**src/rtl/ex_mem_pipe_reg.sv**
```systemverilog
// EX->MEM pipeline register with a valid/ready handshake and an optional 2-entry skid buffer; 1-cycle latency.
// With SKID_EN=1, in_ready is a pure register (!skid valid), so MEM back-pressure never reaches EX combinationally.
module ex_mem_pipe_reg #(
  parameter int unsigned DATA_W  = 32,
  parameter int unsigned REG_W   = 5,
  parameter bit          SKID_EN = 1'b1
) (
  input  logic              clk,
  input  logic              reset,
  input  logic              flush,
  input  logic              in_valid,
  output logic              in_ready,
  input  logic [DATA_W-1:0] alu_result_in,
  input  logic [DATA_W-1:0] write_data_in,
  input  logic [REG_W-1:0]  write_reg_in,
  input  logic              reg_write_in,
  input  logic              mem_to_reg_in,
  input  logic              mem_read_in,
  input  logic              mem_write_in,
  output logic              out_valid,
  input  logic              out_ready,
  output logic [DATA_W-1:0] alu_result_out,
  output logic [DATA_W-1:0] write_data_out,
  output logic [REG_W-1:0]  write_reg_out,
  output logic              reg_write_out,
  output logic              mem_to_reg_out,
  output logic              mem_read_out,
  output logic              mem_write_out,
  output logic [1:0]        occupancy
);

  typedef struct packed {
    logic [DATA_W-1:0] alu_result;
    logic [DATA_W-1:0] write_data;
    logic [REG_W-1:0]  write_reg;
    logic              reg_write;
    logic              mem_to_reg;
    logic              mem_read;
    logic              mem_write;
  } ent_t;

  ent_t       in_ent;
  ent_t       head_q, head_d;
  ent_t       skid_q, skid_d;
  logic       head_vld_q, head_vld_d;
  logic       skid_vld_q, skid_vld_d;
  logic [1:0] occ_q, occ_d;
  logic       accept, drain;

  assign in_ent = '{alu_result: alu_result_in, write_data: write_data_in,
                    write_reg: write_reg_in, reg_write: reg_write_in,
                    mem_to_reg: mem_to_reg_in, mem_read: mem_read_in,
                    mem_write: mem_write_in};

  assign in_ready = SKID_EN ? !skid_vld_q : (!head_vld_q || out_ready);
  assign accept   = in_valid && in_ready;
  assign drain    = head_vld_q && out_ready;

  always_comb begin
    head_d     = head_q;
    skid_d     = skid_q;
    head_vld_d = head_vld_q;
    skid_vld_d = skid_vld_q;
    if (flush) begin
      head_vld_d = 1'b0;
      skid_vld_d = 1'b0;
    end else if (drain && skid_vld_q) begin
      // in_ready is low whenever the skid is full, so no accept can collide here
      head_d     = skid_q;
      skid_vld_d = 1'b0;
    end else if (accept && (!head_vld_q || drain)) begin
      head_d     = in_ent;
      head_vld_d = 1'b1;
    end else if (accept && SKID_EN) begin
      skid_d     = in_ent;
      skid_vld_d = 1'b1;
    end else if (drain) begin
      head_vld_d = 1'b0;
    end
    occ_d = {1'b0, head_vld_d} + {1'b0, skid_vld_d};
  end

  always_ff @(posedge clk) begin
    if (!reset) begin
      head_q     <= '0;
      skid_q     <= '0;
      head_vld_q <= 1'b0;
      skid_vld_q <= 1'b0;
      occ_q      <= 2'd0;
    end else begin
      head_q     <= head_d;
      skid_q     <= skid_d;
      head_vld_q <= head_vld_d;
      skid_vld_q <= skid_vld_d;
      occ_q      <= occ_d;
    end
  end

  // Control is gated so a bubble or flushed entry can never write memory or the register file
  assign out_valid      = head_vld_q;
  assign alu_result_out = head_q.alu_result;
  assign write_data_out = head_q.write_data;
  assign write_reg_out  = head_q.write_reg;
  assign reg_write_out  = head_q.reg_write  && head_vld_q;
  assign mem_to_reg_out = head_q.mem_to_reg && head_vld_q;
  assign mem_read_out   = head_q.mem_read   && head_vld_q;
  assign mem_write_out  = head_q.mem_write  && head_vld_q;
  assign occupancy      = occ_q;

endmodule
```
**config.mk**
```make
export PLATFORM = sky130hd
export DESIGN_NAME = ex_mem_pipe_reg
export DESIGN_NICKNAME = d
export VERILOG_FILES = /design/src/rtl/ex_mem_pipe_reg.sv
export SDC_FILE = /design/constraint.sdc
export NUM_CORES = 1
export LEC_CHECK = 0
export BUFFER_PORTS_ARGS = -buffer_cell sky130_fd_sc_hd__buf_2
export CORE_ASPECT_RATIO = 1.5
export CORE_UTILIZATION = 36
export CTS_CLUSTER_SIZE = 8
export DETAILED_ROUTE_END_ITERATION = 6
export PLACE_DENSITY = 0.67
export SETUP_SLACK_MARGIN = 0.1
export SLEW_MARGIN = 40
export SYNTH_ARGS = -nofsm -noshare
export SYNTH_HDL_FRONTEND = slang
export SYNTH_SLANG_ARGS = --single-unit
```
**constraint.sdc**
```tcl
create_clock -name clk -period 2.7 [get_ports clk]
set_clock_uncertainty 0.15 [all_clocks]
set_input_delay 0.27 -clock clk [delete_from_list [all_inputs] [get_ports clk]]
set_output_delay 0.27 -clock clk [all_outputs]
set_load 0.01 [all_outputs]
```
==> results of run 1 <==
kinds of logic after synthesis:
group	Yosys count	synth area share, %
AOI/OAI and AO/OA	298	31.01
and+or+nand+nor	234	13.72
DFF	150	40.40
buffers and inverters	169	14.71
adders and majority gates	1	0.1683
per-stage QoR:
stage | power, mW | cell area [um2]
4_1_cts | 5.664 | 9131
6_report | 5.614 | 9145
3_5_place_dp | 3.021 | 7761
5_1_grt | 5.823 | 9145
3_3_place_gp | 3.010 | 7761
2_1_floorplan | 2.879 | 7433
power breakdown:
group / internal [mW] / switching [mW] / leakage (nW) / total (mW)
sequential: 2.30 / 0.0512 / 1.22 / 2.35
combinational: 0.313 / 0.391 / 1.89 / 0.705
clock: 1.59 / 0.965 / 0.305 / 2.56
total: 4.21 / 1.41 / 3.42 / 5.61
metal layers:
layer / GRT usage, % / vias to the layer above / share of wire, %
li1: - / 3221 / -
met1: 23.42 / 3274 / 41
met2: 34.57 / 288 / 50
met3: 3.996 / 72 / 4.9
met4: 13.39 / 0 / 4.8
met5: 0 / - / 0
cells in the final DEF (no fill, tap or decap), types with 2 or more instances in the layout:
cell type / synthesis / layout
bufinv_16: 0 / 4
a31oi_1: 73 / 73
a211oi_1: 2 / 2
buf_2: 25 / 154
clkinvlp_4: 0 / 2
inv_1: 3 / 2
clkinv_4: 0 / 2
and2_1: 7 / 7
nand3_1: 73 / 73
dlygate4sd3_1: 0 / 74
nand2_1: 147 / 147
buf_12: 0 / 7
a311oi_1: 3 / 3
a311oi_2: 70 / 70
clkbuf_16: 0 / 17
buf_4: 80 / 11
a21oi_1: 75 / 75
clkbuf_8: 0 / 2
inv_6: 0 / 2
buf_6: 17 / 3
clkinv_2: 0 / 3
nand2b_4: 0 / 2
dfxtp_1: 150 / 150
o21ai_0: 74 / 74
state kept, by name, summed over array words and instances (netlist names):
name / count
write_data_out: 32
write_reg_out: 5
alu_result_out: 32
occupancy: 2
out_valid: 1
skid_vld_q: 1
head_q: 4
skid_q: 73
layout make-up:
cell class,instances,area share [%]
inverters,4,0.2189
clock inverters,12,1.929
multi-input cells,533,37.09
well taps,264,3.612
repair buffers,249,19.33
flip-flops and latches,150,32.84
diodes,1,0.02736
clock buffers,19,4.953
worst max-delay path by stage:
| stage | end | slack (ns) | cells past startpoint |
|---|---|---|---|
| after floorplan | occupancy[0]$_SDFF_PN0_ | 1.18 | 5 |
| after global placement | alu_result_out[0]$_SDFFE_PN0P_ | 0.51 | 4 |
| after detailed placement | alu_result_out[2]$_SDFFE_PN0P_ | 0.49 | 4 |
| after CTS | alu_result_out[2]$_SDFFE_PN0P_ | 0.46 | 4 |
| after global routing | alu_result_out[13]$_SDFFE_PN0P_ | 0.48 | 5 |
| final | alu_result_out[6]$_SDFFE_PN0P_ | 0.64 | 5 |
worst reg2reg max path: cells and delay by family (launching register included):
| kind | cells | cell delay [ns] |
|---|---|---|
| buf+inv | 2 | 0.65 |
| flops | 1 | 0.54 |
| simple gates | 2 | 0.50 |
| compound gates | 1 | 0.09 |
==> metrics.csv, run 1 <==
metric;value;unit
outcome;completed;
ys_warn_count;0;
hold_vio_cnt_final;0;
post_synth_instance_area;7433;um2
worstReg2RegEnd;alu_result_out[6]$_SDFFE_PN0P_;
worstSetupStartpointType;flop;
cts.root.buffer_cell;clkbuf_16;
drt_iter0_markers;437;
reg2regPathDepth;5;
post_synth_num_cell_types;23;
worst_hold_path.endpoint;out_valid$_SDFF_PN0_;
n_fill_cell;2008;
drt-vias-per-instance;5.564;
clock_tree_sinks;150;
powerDensity;613.9;nW/um2
total_leakage_power;3.422;nW
cpMostUsedCell;buf_4;
dp_cells;1126;
post-route-drc-count;0;
hold-path-cell-count;3;
portBuffers;154;
initial_core_util;36.55;%
worst-setup-path-type;reg2reg;
routabilityCongestion;0.7495;
number_of_register_bits_inferred_by_synthesis;150;
drv_slew;0;
die_wd;119.3;um
path_cells;buf_4 > nand3_4 > buf_4 > nand2_1 > a311oi_2;
multi_input_area;3392;um2
final_layout_size_suffix_gt1_share;29.58;%
avgSynthCellArea;8.725;um2
max_slew.worst_pin.slew;0.8328;ns
setup_viol_count_final;0;
cp_data_arrival_time;2.21;ns
dr.pass1.iters;5;
seq_area;3003;um2
critical_path_fanouts_max;32;
layout.core_utilization;44.96;%
gr-total-overflow;0;
yosysSeqAreaShare;40.40;%
antenna_violating_nets_post_route;0;
cts_max_level;4;
rrSetupSlack;0.64;ns
gr-usage-all-layers;20.43;%
required;2.85;ns
ys_top_cells_by_count;150 x dfxtp_1, 147 x nand2_1, 80 x buf_4;
fmax;486.1;MHz
post-cts-setup-buffer-count;0;
synthTopCellsByArea;dfxtp_1 40%, a311oi_2 14%, buf_4 8.1%, nand2_1 7.4%, a31oi_1 6.1%;
tritoncts;built;
max-clock-path-buffers;2;
grt_start_max_net_pins;78;
power.ir.vdd_worst;0.4065;mV
route.detailed.wl_per_inst;17.60;um
timing.slew.headroom;44.48;%
async_set_reset_flop_share_out_of_synthesis;0;%
synth_ff_type;dfxtp_1;
worstSetupStartpoint;out_valid$_SDFF_PN0_;
final_setup_tns;0;ns
dpl.hpwl;12260;um
final_critical_path_setup_slack;0.6427;ns
die-area;21240;um2
min_period_over_period;76.19;%
floorplan.rows;64;
hold_path_origin;in_valid;
rr_startpoint;out_valid$_SDFF_PN0_;
worstSkewPairLatency;0.43;ns
synthMostInstantiatedCell;dfxtp_1;
nets;1034;
final_worst_path_period_need;2.057;ns
yosysTopAreaCell;dfxtp_1;
post_synth_inst_count;852;
cp_num_buf_inv;2;
end_kind;flop;
grt_setup_unrepaired;no;
first_global_vias;6651;
number_of_standard_cells_in_the_final_layout_excluding_fillers;1232;
detail_route.wirelength;21680;um
whs;0.04280;ns
syn_nets;931;
crit_path_max_incr_delay;0.54;ns
yosysTopAreaCellShare;40.40;%
slowest_stage;dfxtp_1;
antenna_found_initial;1;
coreArea;20340;um2
pin_count;155;
cts-buffers-inserted;17;
maxCapViolCount;0;
cpLargestDelayFamily;buffers and inverters;
cts.clk_slew.worst_paths;0.06;ns
hold_class;in2reg;
synth-edff-count;0;
flow.area_growth_from_synthesis;23.03;%
cts-hold-fix-buffers;74;
chipHeight;178.0;um
dp_slack;0.4921;ns
via_count;6855;
grt_pass1_wl;34140;um
post_cts.resized_instances;0;
Power figures use the tool's default switching activity.
==> run 2, diff against run 1 <==
Clock period 2.7 ns to 2 ns, I/O delays scaled along.
==> run 2 against run 1 <==
Net effect:
- non-clock buffer count rose by 8
- setup slack got worse by 0.40 ns
- register-to-register slack worse by 0.36 ns
- utilization rose by 0.65 points
- critical endpoint is now write_reg_out[1]$_SDFFE_PN0P_
- largest power group unchanged
- highest routed layer unchanged
==> metrics.csv, run 2 (same netlist as run 1, synthesis figures left out) <==
metric;value;unit;change
gr-total-overflow;0;;unchanged
largest_register_ff_count;73;;unchanged
required;2.18;ns;-0.67 ns
clock_tree_sinks;150;;unchanged
power.ir.vdd_worst;0.5221;mV;+28%
post-layout-total-power;7.438;mW;+32%
slowest_stage;dlygate4sd3_1;;
final_layout_size_suffix_gt1_share;29.95;%;+0.37 points
nets;1042;;+0.77%
final_common_cell;buf_2;;
path_cells;dlygate4sd3_1 > buf_2 > o21ba_4 > buf_4 > a31oi_1 > a311oi_2;;
final_critical_path_setup_slack;0.2426;ns;-0.4001 ns
pin_count;155;;unchanged
number_of_standard_cells_in_the_final_layout_excluding_fillers;1242;;+0.81%
worstSkewPairLatency;0.42;ns;about the same
dp_cells;1133;;+0.62%
antenna_found_initial;3;;+2
max_slew.worst_pin.slew;0.5234;ns;-0.3094 ns
cp_data_arrival_time;1.94;ns;-0.27 ns
worstSetupStartpointType;input port;;
end_kind;flop;;
top_register;skid_q;;
tritoncts;built;;
final_worst_path_period_need;1.757;ns;
drt-vias-per-instance;5.491;;-1.3%
route.detailed.wl_per_inst;17.48;um;-0.68%
grt_start_max_net_pins;62;;-21%
via_count;6820;;-0.51%
first_global_vias;6813;;+2.4%
flow.area_growth_from_synthesis;24.81;%;
portBuffers;154;;unchanged
antenna_violating_nets_post_route;0;;unchanged
cts.root.buffer_cell;clkbuf_16;;
cts_max_level;4;;unchanged
cts.clk_slew.worst_paths;0.06;ns;about the same
drv_slew;0;;unchanged
post-cts-setup-buffer-count;0;;unchanged
chipHeight;178.0;um;unchanged
post-route-drc-count;0;;unchanged
die_wd;119.3;um;unchanged
final_setup_tns;0;ns;unchanged
min_period_over_period;87.87;%;
gr-usage-all-layers;20.64;%;+0.20 points
detail_route.wirelength;21710;um;+0.13%
max-clock-path-buffers;2;;unchanged
layout.core_utilization;45.61;%;+0.65 points
grt_setup_unrepaired;no;;
coreArea;20340;um2;unchanged
critical_path_fanouts_max;32;;unchanged
routabilityCongestion;0.7632;;+1.8%
outcome;completed;;
maxCapViolCount;0;;unchanged
cts-buffers-inserted;17;;unchanged
timing.slew.headroom;65.11;%;+21 points
powerDensity;801.7;nW/um2;+31%
fmax;569.0;MHz;
floorplan.rows;64;;unchanged
dpl.hpwl;12570;um;+2.5%
crit_path_max_incr_delay;0.55;ns;about the same
dr.pass1.iters;5;;unchanged
total_leakage_power;3.488;nW;+1.9%
most-common-layout-cells;154 x buf_2, 148 x dfxtp_1, 147 x nand2_1;;
worst-setup-path-type;in2reg;;
hold_vio_cnt_final;0;;unchanged
initial_core_util;36.55;%;unchanged
die-area;21240;um2;unchanged
drt_iter0_markers;418;;-4.3%
dp_slack;0.1493;ns;-0.3428 ns
setup_viol_count_final;0;;unchanged
hold_class;in2reg;;
grt_pass1_wl;34600;um;+1.3%
==> run 2: cell types whose count changed in the layout (fill, tap and decap cells not counted), sizes merged <==
cell and delta:
buf +7, clkbuf +3, diode +2, bufinv -1
clkinvlp -1, dlygate4sd3 +1, inv -1
==> run 2: metrics by stage <==
| stage | instance area [um2] | hold slack [ns] |
|---|---|---|
| final | 9278 | 0.07828 |
| after global routing | 9275 | 0.07101 |
| after CTS | 9268 | 0.06039 |
| after detailed placement | 7926 | 0.3163 |
| after global placement | 7926 | 0.3105 |
| after floorplan | 7433 | 0.1717 |
==> run 2: where the power goes <==
part	leakage (nW)	total (mW)	internal [mW]	switching, mW
Clock	0.290	3.28	2.02	1.26
Sequential	1.22	3.18	3.11	0.0700
Combinational	1.97	0.982	0.449	0.533
Total	3.49	7.44	5.58	1.86
==> run 2: area by class of cell <==
type / instances / area, um2
Clock buffer: 22 / 464.2
Fill cell: 1959 / 11060
Tap cell: 264 / 330.3
Inverter: 4 / 20.02
Sequential cell: 150 / 3005
Multi-Input combinational cell: 533 / 3392
Clock inverter: 9 / 126.4
Timing Repair Buffer: 257 / 1932
Antenna cell: 3 / 7.507
==> run 2: repair_timing <==
action                     CTS  global route
resized for setup            0             2
hold buffers                75             0
hold endpoints to repair   150             0
setup endpoints to repair    0            54
==> run 2: worst max-delay path, delay by kind of cell <==
kind / cells / cell delay (ns)
compound gates: 3 / 0.60
buf+inv: 3 / 1.12
==> run 2: path summary, 6_finish.rpt <==
kind | slack [ns] | depth (start not counted) | start | end
min | 0.08 | 3 | flush | skid_vld_q$_SDFF_PN0_
min reg2reg | 0.32 | 2 | skid_q[38]$_SDFFE_PN0P_ | skid_q[38]$_SDFFE_PN0P_
max reg2reg | 0.28 | 4 | skid_vld_q$_SDFF_PN0_ | write_reg_out[1]$_SDFFE_PN0P_
max | 0.24 | 6 | in_valid | write_reg_out[1]$_SDFFE_PN0P_
==> run 2: routing by layer <==
metal / GRT usage [%] / share of wire, % / vias up
li1: - / - / 3246
met1: 23.60 / 41 / 3300
met2: 36.00 / 51 / 222
met3: 4.284 / 4.1 / 52
met4: 10.94 / 3.8 / 0
met5: 0 / 0 / -
==> run 3, diff against run 2 <==
Settings changed: CORE_UTILIZATION 36 to 25, PLACE_DENSITY 0.67 to 0.54.
==> run 3 against run 2 <==
Net effect:
- sequential power hardly changed
- worst hold slack worse by 0.028 ns
- register-to-register slack better by 0.06 ns
- clock-buffer cell count is 1 higher
- utilization is 14 points lower
- power is 1.6% lower
- largest power group is now sequential cells
==> metrics.csv, run 3 (same netlist as run 1, synthesis figures left out) <==
metric;value;unit;change
min_period_over_period;90.14;%;+2.3 points
die-area;30440;um2;+43%
final_worst_path_period_need;1.803;ns;+0.04538 ns
final_common_cell;buf_2;;
setup_viol_count_final;0;;unchanged
grt_start_max_net_pins;74;;+19%
route.detailed.wl_per_inst;17.46;um;-0.13%
cpLargestDelayFamily;buffers and inverters;;
path_cells;buf_4 > buf_4 > and2_1 > buf_2;;
top_register;skid_q;;
dp_cells;1262;;+11%
drv_slew;0;;unchanged
routabilityCongestion;0.7317;;-4.1%
required;1.65;ns;-0.53 ns
crit_path_max_incr_delay;0.37;ns;-0.18 ns
end_kind;output pin;;
power.ir.vdd_worst;0.5779;mV;+11%
critical_path_fanouts_max;8;;-75%
largest_register_ff_count;73;;unchanged
dr.pass1.iters;5;;unchanged
flow.area_growth_from_synthesis;26.28;%;
worst-setup-path-type;reg2out;;
gr-total-overflow;0;;unchanged
final_setup_tns;0;ns;unchanged
dpl.hpwl;13420;um;+6.8%
outcome;completed;;
drt-vias-per-instance;5.008;;-8.8%
die_wd;142.8;um;+20%
post-cts-setup-buffer-count;0;;unchanged
n_antenna_cell;0;;-3
pin_count;155;;unchanged
gr-usage-all-layers;16.10;%;-4.5 points
hold_class;in2reg;;
chipHeight;213.2;um;+20%
max-clock-path-buffers;2;;unchanged
post-route-drc-count;0;;unchanged
fmax;554.7;MHz;-2.5%
final_layout_size_suffix_gt1_share;29.48;%;-0.46 points
first_global_vias;6793;;-0.29%
slowest_stage;dfxtp_4;;
grt_setup_unrepaired;no;;
n_fill_cell;3070;;+57%
cts_max_level;4;;unchanged
detail_route.wirelength;23830;um;+9.8%
cpMostUsedCell;buf_4;;
most-common-layout-cells;154 x buf_2, 149 x dfxtp_1, 147 x nand2_1;;
nets;1040;;-0.19%
number_of_standard_cells_in_the_final_layout_excluding_fillers;1365;;+9.9%
maxCapViolCount;0;;unchanged
clock_tree_sinks;150;;unchanged
drt_iter0_markers;534;;+28%
cts.root.buffer_cell;clkbuf_16;;
cp_num_buf_inv;3;;unchanged
coreArea;29380;um2;+44%
antenna_found_initial;0;;-3
floorplan.rows;77;;+20%
timing.slew.headroom;72.36;%;+7.2 points
hold_vio_cnt_final;0;;unchanged
antenna_violating_nets_post_route;0;;unchanged
worstSetupStartpointType;flop;;
total_leakage_power;3.458;nW;-0.87%
tritoncts;built;;
initial_core_util;25.30;%;-11 points
grt_pass1_wl;36890;um;+6.6%
worstSkewPairLatency;0.44;ns;+0.02 ns
max_slew.worst_pin.slew;0.4147;ns;-0.1087 ns
cts.clk_slew.worst_paths;0.06;ns;about the same
powerDensity;779.4;nW/um2;-2.8%
cts-buffers-inserted;17;;unchanged
cp_data_arrival_time;1.45;ns;-0.49 ns
via_count;6836;;+0.23%
portBuffers;154;;unchanged
run 3: changes by cell type in the layout (fill, tap and decap cells not counted), sizes merged:
cell	delta
buf	-2
diode	-3
bufinv	-1
clkbuf	+1
clkinv	-2
clkinvlp	-1
run 3: timing repair:
item / 4_1_cts / 5_1_grt
hold buffers: 75 / 0
resized for setup: 1 / 1
setup endpoints to repair: 4 / 4
hold endpoints to repair: 150 / 0
cloned: 0 / 0
run 3: metrics by stage:
| step | total power [mW] | setup slack, ns | utilization [%] | cell area [um2] | hold WS [ns] |
|---|---|---|---|---|---|
| after floorplan | 3.886 | 0.4839 | - | 7433 | 0.1717 |
| after detailed placement | 4.127 | 0.3036 | 27.49 | 8079 | 0.3162 |
| final | 7.316 | 0.1973 | 31.94 | 9387 | 0.05072 |
| after global placement | 4.116 | 0.3144 | 27.49 | 8079 | 0.3092 |
| after CTS | 7.412 | 0.1168 | 31.94 | 9384 | 0.03183 |
| after global routing | 7.615 | 0.1176 | 31.94 | 9387 | 0.05431 |
run 3: layer usage:
layer  routed length [um]  global-route usage (%)
met2                11920                   26.79
met1                 9954                   19.36
met5                    0                       0
met3                 1211                   3.521
met4                  748                   8.194
run 3: path summary, 6_finish.rpt:
check / from / end / slack (ns) / cells past startpoint
max reg2reg: skid_vld_q$_SDFF_PN0_ / skid_q[7]$_SDFFE_PN0P_ / 0.34 / 5
max: out_valid$_SDFF_PN0_ / reg_write_out / 0.20 / 4
min reg2reg: skid_q[50]$_SDFFE_PN0P_ / skid_q[50]$_SDFFE_PN0P_ / 0.32 / 2
min: flush / skid_q[26]$_SDFFE_PN0P_ / 0.05 / 3
run 3: worst register-to-register path, delay by kind of cell, from the launching register on:
kind | cells | cell delay [ns]
and+or+nand+nor | 2 | 0.50
buffers and inverters | 2 | 0.42
AOI/OAI and AO/OA | 1 | 0.15
DFF | 1 | 0.37
run 3: report_power, final:
part           internal, mW  switching, mW  leakage [nW]
clock                  1.90           1.25         0.275
combinational         0.446          0.551          1.96
sequential             3.11         0.0654          1.22
run 3: area by class of cell:
class	count	area (um2)	share of cell area, %
Sequential cell	150	3007	32.03
Clock inverter	5	75.07	0.7998
Tap cell	395	494.2	5.265
Inverter	4	20.02	0.2133
Clock buffer	23	478.0	5.092
Multi-Input combinational cell	533	3396	36.18
Timing Repair Buffer	255	1917	20.42
